**config.mk**
```make
export PLATFORM = sky130hd
export DESIGN_NAME = priority_irq_ctrl_flat
export DESIGN_NICKNAME = d
export VERILOG_FILES = /design/src/rtl/prio_pkg.sv /design/src/rtl/priority_irq_ctrl_if.sv /design/src/rtl/prio_find.sv /design/src/rtl/priority_irq_ctrl.sv /design/src/flat_wrapper.sv
export SDC_FILE = /design/constraint.sdc
export NUM_CORES = 1
export LEC_CHECK = 0
export ABC_AREA = 0
export CAP_MARGIN = 20
export CORE_ASPECT_RATIO = 1.2
export CORE_MARGIN = 2
export CORE_UTILIZATION = 45
export CTS_CLUSTER_SIZE = 12
export DETAILED_ROUTE_END_ITERATION = 8
export GPL_TIMING_DRIVEN = 0
export PLACE_DENSITY = 0.77
export SLEW_MARGIN = 15
export SYNTH_ARGS = -nofsm -noshare
export SYNTH_HDL_FRONTEND = slang
export SYNTH_SLANG_ARGS = --single-unit
```
**constraint.sdc**
```tcl
create_clock -name clk -period 1.85 [get_ports clk]
set_clock_uncertainty 0.05 [all_clocks]
set_input_delay 0.185 -clock clk [delete_from_list [all_inputs] [get_ports clk]]
set_output_delay 0.185 -clock clk [all_outputs]
set_load 0.05 [all_outputs]
```
**src/rtl/prio_pkg.sv**
```systemverilog
// Shared definitions for the priority interrupt controller and related arbiters.
//   state_e : controller FSM state encoding (IDLE / PRESENT)
//   MAX_N   : largest supported number of request lines
//   clog2   : constant function used to validate index widths
package prio_pkg;

  localparam int MAX_N = 64;

  typedef enum logic {
    ST_IDLE    = 1'b0,
    ST_PRESENT = 1'b1
  } state_e;

  function automatic int clog2(input int n);
    int r;
    r = 0;
    for (int unsigned i = 0; i < 32; i++) begin
      if ((64'd1 << i) < 64'(n)) r = int'(i) + 1;
    end
    return r;
  endfunction

endpackage

```
**src/rtl/priority_irq_ctrl_if.sv**
```systemverilog
// Request/grant bundle of the priority interrupt controller.
//   req_in    : raw request lines (polarity set by the controller)
//   mask      : 1 excludes a line from selection
//   irq_ack   : consumer acknowledge of the presented index
//   irq_valid : a request is being presented
//   irq_idx   : index of the presented request
//   pending   : current pending register
//   overrun   : sticky flag, edge seen on an already-pending line
// master = request source / consumer side, slave = controller side.
interface priority_irq_ctrl_if #(
  parameter int N    = 8,
  parameter int IDXW = 3
);
  logic [N-1:0]    req_in;
  logic [N-1:0]    mask;
  logic            irq_ack;
  logic            irq_valid;
  logic [IDXW-1:0] irq_idx;
  logic [N-1:0]    pending;
  logic            overrun;

  modport master (
    output req_in, mask, irq_ack,
    input  irq_valid, irq_idx, pending, overrun
  );

  modport slave (
    input  req_in, mask, irq_ack,
    output irq_valid, irq_idx, pending, overrun
  );
endinterface

```
**src/rtl/prio_find.sv**
```systemverilog
// Combinational highest-set-bit finder (generalised casez priority encoder).
//   vec : input vector
//   any : at least one bit of vec is set
//   sel : index of the highest set bit (0 when none)
module prio_find #(
  parameter int N    = 8,
  parameter int IDXW = 3
) (
  input  logic [N-1:0]    vec,
  output logic            any,
  output logic [IDXW-1:0] sel
);

  // Ascending scan: the last set bit seen is the highest one.
  always_comb begin
    any = 1'b0;
    sel = '0;
    for (int unsigned i = 0; i < N; i++) begin
      if (vec[i]) begin
        any = 1'b1;
        sel = IDXW'(i);
      end
    end
  end

endmodule

```
**src/rtl/priority_irq_ctrl.sv**
```systemverilog
// Registered priority interrupt controller.
// Captures N request lines (level or edge, selectable polarity) into a
// pending register, masks them, and presents the highest-index candidate
// through a valid/ack handshake. All outputs are registered.
//   clk   : rising-edge clock
//   reset : asynchronous active-high reset
//   bus   : request/grant bundle (slave modport)
module priority_irq_ctrl
  import prio_pkg::*;
#(
  parameter int N          = 8,
  parameter int IDXW       = 3,
  parameter bit ACTIVE_LOW = 1'b1,
  parameter bit EDGE_MODE  = 1'b0
) (
  input  logic                 clk,
  input  logic                 reset,
  priority_irq_ctrl_if.slave   bus
);

  if (IDXW != clog2(N) || N < 2 || N > MAX_N) begin : g_bad_param
    $error("priority_irq_ctrl: N must be 2..64 and IDXW must equal clog2(N)");
  end

  logic [N-1:0]    req_q, req_d;
  logic [N-1:0]    req_dly_q, req_dly_d;
  logic [N-1:0]    pending_q, pending_d;
  logic            overrun_q, overrun_d;
  state_e          state_q, state_d;
  logic [IDXW-1:0] idx_q, idx_d;

  logic [N-1:0]    set, clr, cand;
  logic            fire, any;
  logic [IDXW-1:0] sel;

  prio_find #(.N(N), .IDXW(IDXW)) u_find (
    .vec (cand),
    .any (any),
    .sel (sel)
  );

  // Capture and pending datapath; set wins over clear on the same bit.
  always_comb begin
    req_d     = ACTIVE_LOW ? ~bus.req_in : bus.req_in;
    req_dly_d = req_q;
    set       = EDGE_MODE ? (req_q & ~req_dly_q) : req_q;
    fire      = (state_q == ST_PRESENT) && bus.irq_ack;
    clr       = fire ? (N'(1) << idx_q) : '0;
    pending_d = (pending_q & ~clr) | set;
    overrun_d = overrun_q;
    if (|(set & pending_q & ~clr)) overrun_d = 1'b1;
    else if (fire)                 overrun_d = 1'b0;
    cand      = pending_q & ~bus.mask;
  end

  // Grant FSM; the index is latched on entry to PRESENT and held until ack.
  always_comb begin
    state_d = state_q;
    idx_d   = idx_q;
    case (state_q)
      ST_IDLE: begin
        if (any) begin
          state_d = ST_PRESENT;
          idx_d   = sel;
        end
      end
      ST_PRESENT: begin
        if (bus.irq_ack) state_d = ST_IDLE;
      end
      default: state_d = ST_IDLE;
    endcase
  end

  always_ff @(posedge clk or posedge reset) begin
    if (reset) begin
      req_q     <= '0;
      req_dly_q <= '0;
      pending_q <= '0;
      overrun_q <= 1'b0;
      state_q   <= ST_IDLE;
      idx_q     <= '0;
    end else begin
      req_q     <= req_d;
      req_dly_q <= req_dly_d;
      pending_q <= pending_d;
      overrun_q <= overrun_d;
      state_q   <= state_d;
      idx_q     <= idx_d;
    end
  end

  assign bus.irq_valid = (state_q == ST_PRESENT);
  assign bus.irq_idx   = idx_q;
  assign bus.pending   = pending_q;
  assign bus.overrun   = overrun_q;

endmodule

```
**src/flat_wrapper.sv**
```systemverilog
// flat-port wrapper written by rule: the top's interface ports become plain ports
module priority_irq_ctrl_flat import prio_pkg::*;
#(
  parameter int N          = 8,
  parameter int IDXW       = 3,
  parameter bit ACTIVE_LOW = 1'b1,
  parameter bit EDGE_MODE  = 1'b0
)
  (clk, reset, bus_req_in, bus_mask, bus_irq_ack, bus_irq_valid, bus_irq_idx, bus_pending, bus_overrun);
  priority_irq_ctrl_if #(.N(N), .IDXW(IDXW)) bus_i ();
  input  logic clk;
  input  logic reset;
  input wire logic [$bits(bus_i.req_in)-1:0] bus_req_in;
  input wire logic [$bits(bus_i.mask)-1:0] bus_mask;
  input wire logic [$bits(bus_i.irq_ack)-1:0] bus_irq_ack;
  output wire logic [$bits(bus_i.irq_valid)-1:0] bus_irq_valid;
  output wire logic [$bits(bus_i.irq_idx)-1:0] bus_irq_idx;
  output wire logic [$bits(bus_i.pending)-1:0] bus_pending;
  output wire logic [$bits(bus_i.overrun)-1:0] bus_overrun;
  assign bus_i.req_in = bus_req_in;
  assign bus_i.mask = bus_mask;
  assign bus_i.irq_ack = bus_irq_ack;
  assign bus_irq_valid = bus_i.irq_valid;
  assign bus_irq_idx = bus_i.irq_idx;
  assign bus_pending = bus_i.pending;
  assign bus_overrun = bus_i.overrun;
  priority_irq_ctrl #(.N(N), .IDXW(IDXW), .ACTIVE_LOW(ACTIVE_LOW), .EDGE_MODE(EDGE_MODE)) u_core (.clk(clk), .reset(reset), .bus(bus_i));
endmodule
```
* After elaboration in Yosys (flattened, before gate mapping)
Cells that the tools add are included.
** Operators by class
- Shift-type cells :: 1
- Bitwise operators :: 9
- Reductions and logical operators :: 4
- Multiplexer cells :: 21
** Operators by type and width (number)
- 8-bit bitwise AND :: 4
- 8-bit NOT :: 3
- 3-bit 2-to-1 mux :: 6
- 1-bit 2-to-1 mux :: 13
- 8-bit 2-to-1 mux :: 1
- 8-bit bitwise OR :: 1
- 8-bit OR reduction :: 1
- 1-bit by 3-bit << shifter with 8-bit output (first input constant) :: 1
- 1-bit one-hot mux with 2 select lines :: 1
- 2-bit AND reduction :: 1
- 2-bit nonzero test :: 1
- 1-bit logical AND :: 1
- 1-bit NOT :: 1
** Storage, ports and cells
- Output and inout port bits :: 13
- Bits in registers :: 21
- Input bits :: 19
- Word-level logic and storage cells :: 40

* Logic depth before layout (Yosys ltp)
- Depth after elaboration :: 12
- Mapped depth :: 5
- Gate-level depth less buffers :: 4

* Cells and area by module
Synthesis repeated with hierarchy kept, for this count alone.
** Unflattened totals
- Cells, all modules :: 92
- Area total of the unflattened synthesis :: 970.9 um^2
** By module, submodules not included
- priority_irq_ctrl :: instances 1, cells each 80, area an instance 913.4 um^2, sequential area each 525.5 um^2
- prio_find :: instances 1, cells each 12, area an instance 57.6 um^2, sequential area each 0.0 um^2

* Worst setup path before layout
OpenSTA, ideal clock, no wires.
- Kind :: reg2reg
- Start point :: reg u_core.pending_q[2] (netlist: u_core.bus.pending[2])
- End point :: reg u_core.idx_q[0] (netlist: u_core.bus.irq_idx[0])
- Setup time :: 125 ps
- Data arrival time :: 1591 ps
- Clock period less this slack :: 1766 ps
- Slack :: 84 ps
- Required time :: 1675 ps
- Path buffers :: 0
- Cell stages (with the launch flop) :: 5
- Cells stage by stage :: dfrtp_1 nor2b_1 a2111oi_4 a21oi_2 mux2_4
** On the way
- Longest elaborated chain between the ends :: 8
- Elaborated cells between the ends (all ways) :: 14
- Classes of those cells :: mux: 12; bitwise: 1; reduce/logical: 1
** RTL lines
- start, declared :: RTL line priority_irq_ctrl.sv:27 : logic [N-1:0] pending_q, pending_d;
- start signal, assigned :: RTL line priority_irq_ctrl.sv:85 : pending_q <= pending_d;
- 8-bit bitwise AND (*) :: RTL line priority_irq_ctrl.sv:53 : cand = pending_q & ~bus.mask;
- 1-bit 2-to-1 mux (6 in series) :: RTL line prio_find.sv:19 : if (vec[i]) begin
- 2-bit AND reduction (no line)
- end signal, assigned :: RTL line priority_irq_ctrl.sv:88 : idx_q <= idx_d;
- end, declared :: RTL line priority_irq_ctrl.sv:30 : logic [IDXW-1:0] idx_q, idx_d;
Every way passes the cells marked *; elsewhere a longest branch is shown, timed or not.
A chain may end at the register's enable or synchronous reset.

* Worst setup path after layout
- Start point :: reg u_core.pending_q[5] (netlist: u_core.bus.pending[5])
- End point :: out bus_pending[5]
** RTL lines
- end, declared :: RTL line flat_wrapper.sv:18 : output wire logic [$bits(bus_i.pending)-1:0] bus_pending;
No word-level cell between the ends.

==> metrics.txt <==
number of search-and-repair iterations in the first detailed-routing pass=4; CP max FO=5; via count of the first global-routing pass=between 800 and 900; routed via count=between 800 and 900; worst hold slack across all endpoints=approximately 0.28 ns; mean number of vias per cell=slightly above 5; result of the run=finished clean; total die area=2720 µm²; pin count of the biggest net entering global routing=22; effective utilization at floorplan=46.6%; flops & latches, synth=21; Synth Warn #=0; xor/xnor share of the synthesized area=0%; longest individual stage delay on the worst path=0.83 ns; unrepaired setup endpoints after global routing=no; path depth of the worst reg2reg path=4; total of max-cap violations=0; startpoint kind of the worst setup timing path=register; maximum count of clock buffers along a single path=2; number of nets at the end of the flow=roughly 150; clock latency reported for the late side of the worst-skew pair=0.29 ns; adder and majority gate portion of the synthesized area=0%; Final Hold Viols=0; remaining global-route overflow=0; post-detailed-placement cell area=1390 µm²; Yosys cell types=38; global placer's final weighted congestion=0.776; simple-gate area share of the yosys netlist=22.6%; instance count of the mapped netlist=96; final std cell area, no fill=1420 µm²; IO buf count=31; Sink Count=21; leakage power summed over all cells=0.589 nW; CP cell instances=clkdlybuf4s50_1; achievable frequency=~560 MHz; total routing usage reported by global routing=18.4%; peak ir drop on the vdd network=about 630 µV; worst endpoint data arrival time=1.55 ns; multiplexer share of the synthesized area=a little under 4%; Die H=56.7 µm; Setup TNS Final=0 ns; worst slew margin relative to its limit=47.6%; Avg WL per Cell=13.7 µm; I/O pin cnt=32; final HPWL from detailed placement=1.75 mm; Pwr per Cell Area=733 nW/µm²; count of antenna diodes in the layout=0; worst setup path category=reg2out; worst setup margin=about 0.064 ns; TritonCTS clock tree=built; routed wire length=2.22 mm; mean instance size in the synthesized netlist=10.9 µm²; post-CTS clock slew at the launch and capture registers of the worst setup and hold paths=0.11 ns; number of slew-limit violations in the final report=0; slowest stage cell, crit path=clkdlybuf4s50_1; cell family contributing the most delay on the critical path=buffers and inverters; Final Core Density=between 60% and 70%; net count of the mapped netlist=~120; CP endpoint kind=output port; Clock H-tree levels=1; final setup vio count=0; ANT nets after route=0; antenna violations before repair=0; Inserted Clock Buffers=3; wire length of the first global-routing pass=3.55 mm; cell count after placement=between 150 and 200; hold buffers post-CTS=0; netlist area before placement=1040 µm²; CTS root buf=clkbuf_4; CP Depth=1; share of final-layout standard cells stronger than drive strength 1=between 10% and 20%; post-placement setup slack=0.0342 ns; Compound-Gate Fraction of Synth Area=between 10% and 20%; # rows=19; critical path data required time=roughly 1.6 ns; area of the placeable core=~2200 µm²; fraction of registers with async set or reset after synthesis=100%; DR iter-0 viols=13; Post-synth EDFFs=0; final standard cell count with taps included and fillers excluded=162; dominant combinational cell family by area after synthesis=simple AND/OR/NAND/NOR gates; Die W=47.9 µm; Worst Tran Pin Value=approximately 0.78 ns; register area share after synthesis=around half; Power, Total=a little over 1 mW; min cycle time layout=1.79 ns; share of the clock period used by the worst path=96.5%; Hold/Removal Path Class=in2async; top flip-flop cell by instance count after synthesis=dfrtp_1; total DRC errors in the routed layout=0; buffer and inverter count on the worst path=1; synthesis-to-finish area growth=36.1%
## worst paths after layout
check | from | endpoint | slack [ns]
worst min register to register | u_core.req_dly_d[3]$_DFF_PP0_ | u_core.bus.pending[3]$_DFF_PP0_ | 0.41
worst max-delay path | u_core.bus.pending[5]$_DFF_PP0_ | bus_pending[5] | 0.06
max in group asynchronous | reset | u_core.bus.irq_idx[0]$_DFFE_PP0P_ | 0.98
worst min-delay path | reset | u_core.req_dly_d[1]$_DFF_PP0_ | 0.28
worst max register to register | u_core.bus.pending[2]$_DFF_PP0_ | u_core.bus.irq_idx[0]$_DFFE_PP0P_ | 0.23
min in group clk | bus_req_in[6] | u_core.req_dly_d[6]$_DFF_PP0_ | 0.30
## layout make-up
| cell class | count | area (µm²) |
|---|---|---|
| Buffer | 1 | 5.00 |
| Clock buffer | 4 | 26.3 |
| Tap cell | 31 | 38.8 |
| Fill cell | 214 | 816 |
| Timing Repair Buffer | 31 | 312 |
| Inverter | 11 | 41.3 |
| Sequential cell | 21 | 526 |
| Multi-Input combinational cell | 63 | 470 |
## cells in the mapped netlist, types with 2 or more instances
cell      instances  area share (%)
a21o_1            7             5.0
a21oi_1           3             1.4
a31oi_1           2             1.2
and2_1            2             1.2
and2b_1           2             1.4
dfrtp_1          21              50
inv_1            11             4.0
mux2_4            2             2.9
nand2_1          12             4.3
nand2b_1          2             1.2
nor2_1            3             1.1
nor2b_1           2             1.2
o31ai_1           2             1.4
## report_power, final
group / switching, mW / internal (mW)
Clock: 0.128 / 0.0839
Sequential: 0.0312 / 0.489
Combinational: 0.171 / 0.135
## cell usage in the layout (no fill, tap or decap), types with 3 or more instances in the layout
cell type	netlist	final
nor2_1	3	3
clkbuf_4	0	3
dfrtp_1	21	21
a21o_1	7	7
clkdlybuf4s50_1	0	26
dlygate4sd2_1	0	3
inv_1	11	11
a21oi_1	3	3
nand2_1	12	12
## what timing repair did
| action | CTS | global route |
|---|---|---|
| cloned | 0 | 0 |
| gates resized for setup | 3 | 2 |
| endpoints found under the setup margin | 3 | 2 |
| endpoints found under the hold margin | 0 | 0 |
| setup buffers | 0 | 0 |
## metal layers
metal | vias to the layer above | track usage (%) | wire, µm
met5 | - | 0 | 0
met2 | 28 | 28.6 | 1150
li1 | 402 | - | -
met3 | 10 | 1.93 | 91
met4 | 0 | 11.6 | 100
met1 | 389 | 23.2 | 878
## state kept, by name (all words and copies together) (netlist names)
name / flops
u_core.bus.pending: 8
u_core.bus.overrun: 1
u_core.bus.irq_idx: 3
u_core.bus.irq_valid: 1
u_core.req_dly_d: 8
## cells by family (layout without fill, tap and decap cells)
kind of cell,count (synthesis),after routing
and+or+nand+nor,36,36
AOI/OAI and AO/OA,24,24
DFF,21,21
buffers and inverters,12,47
muxes,3,3
No activity file was read; power rests on OpenSTA's default activity.
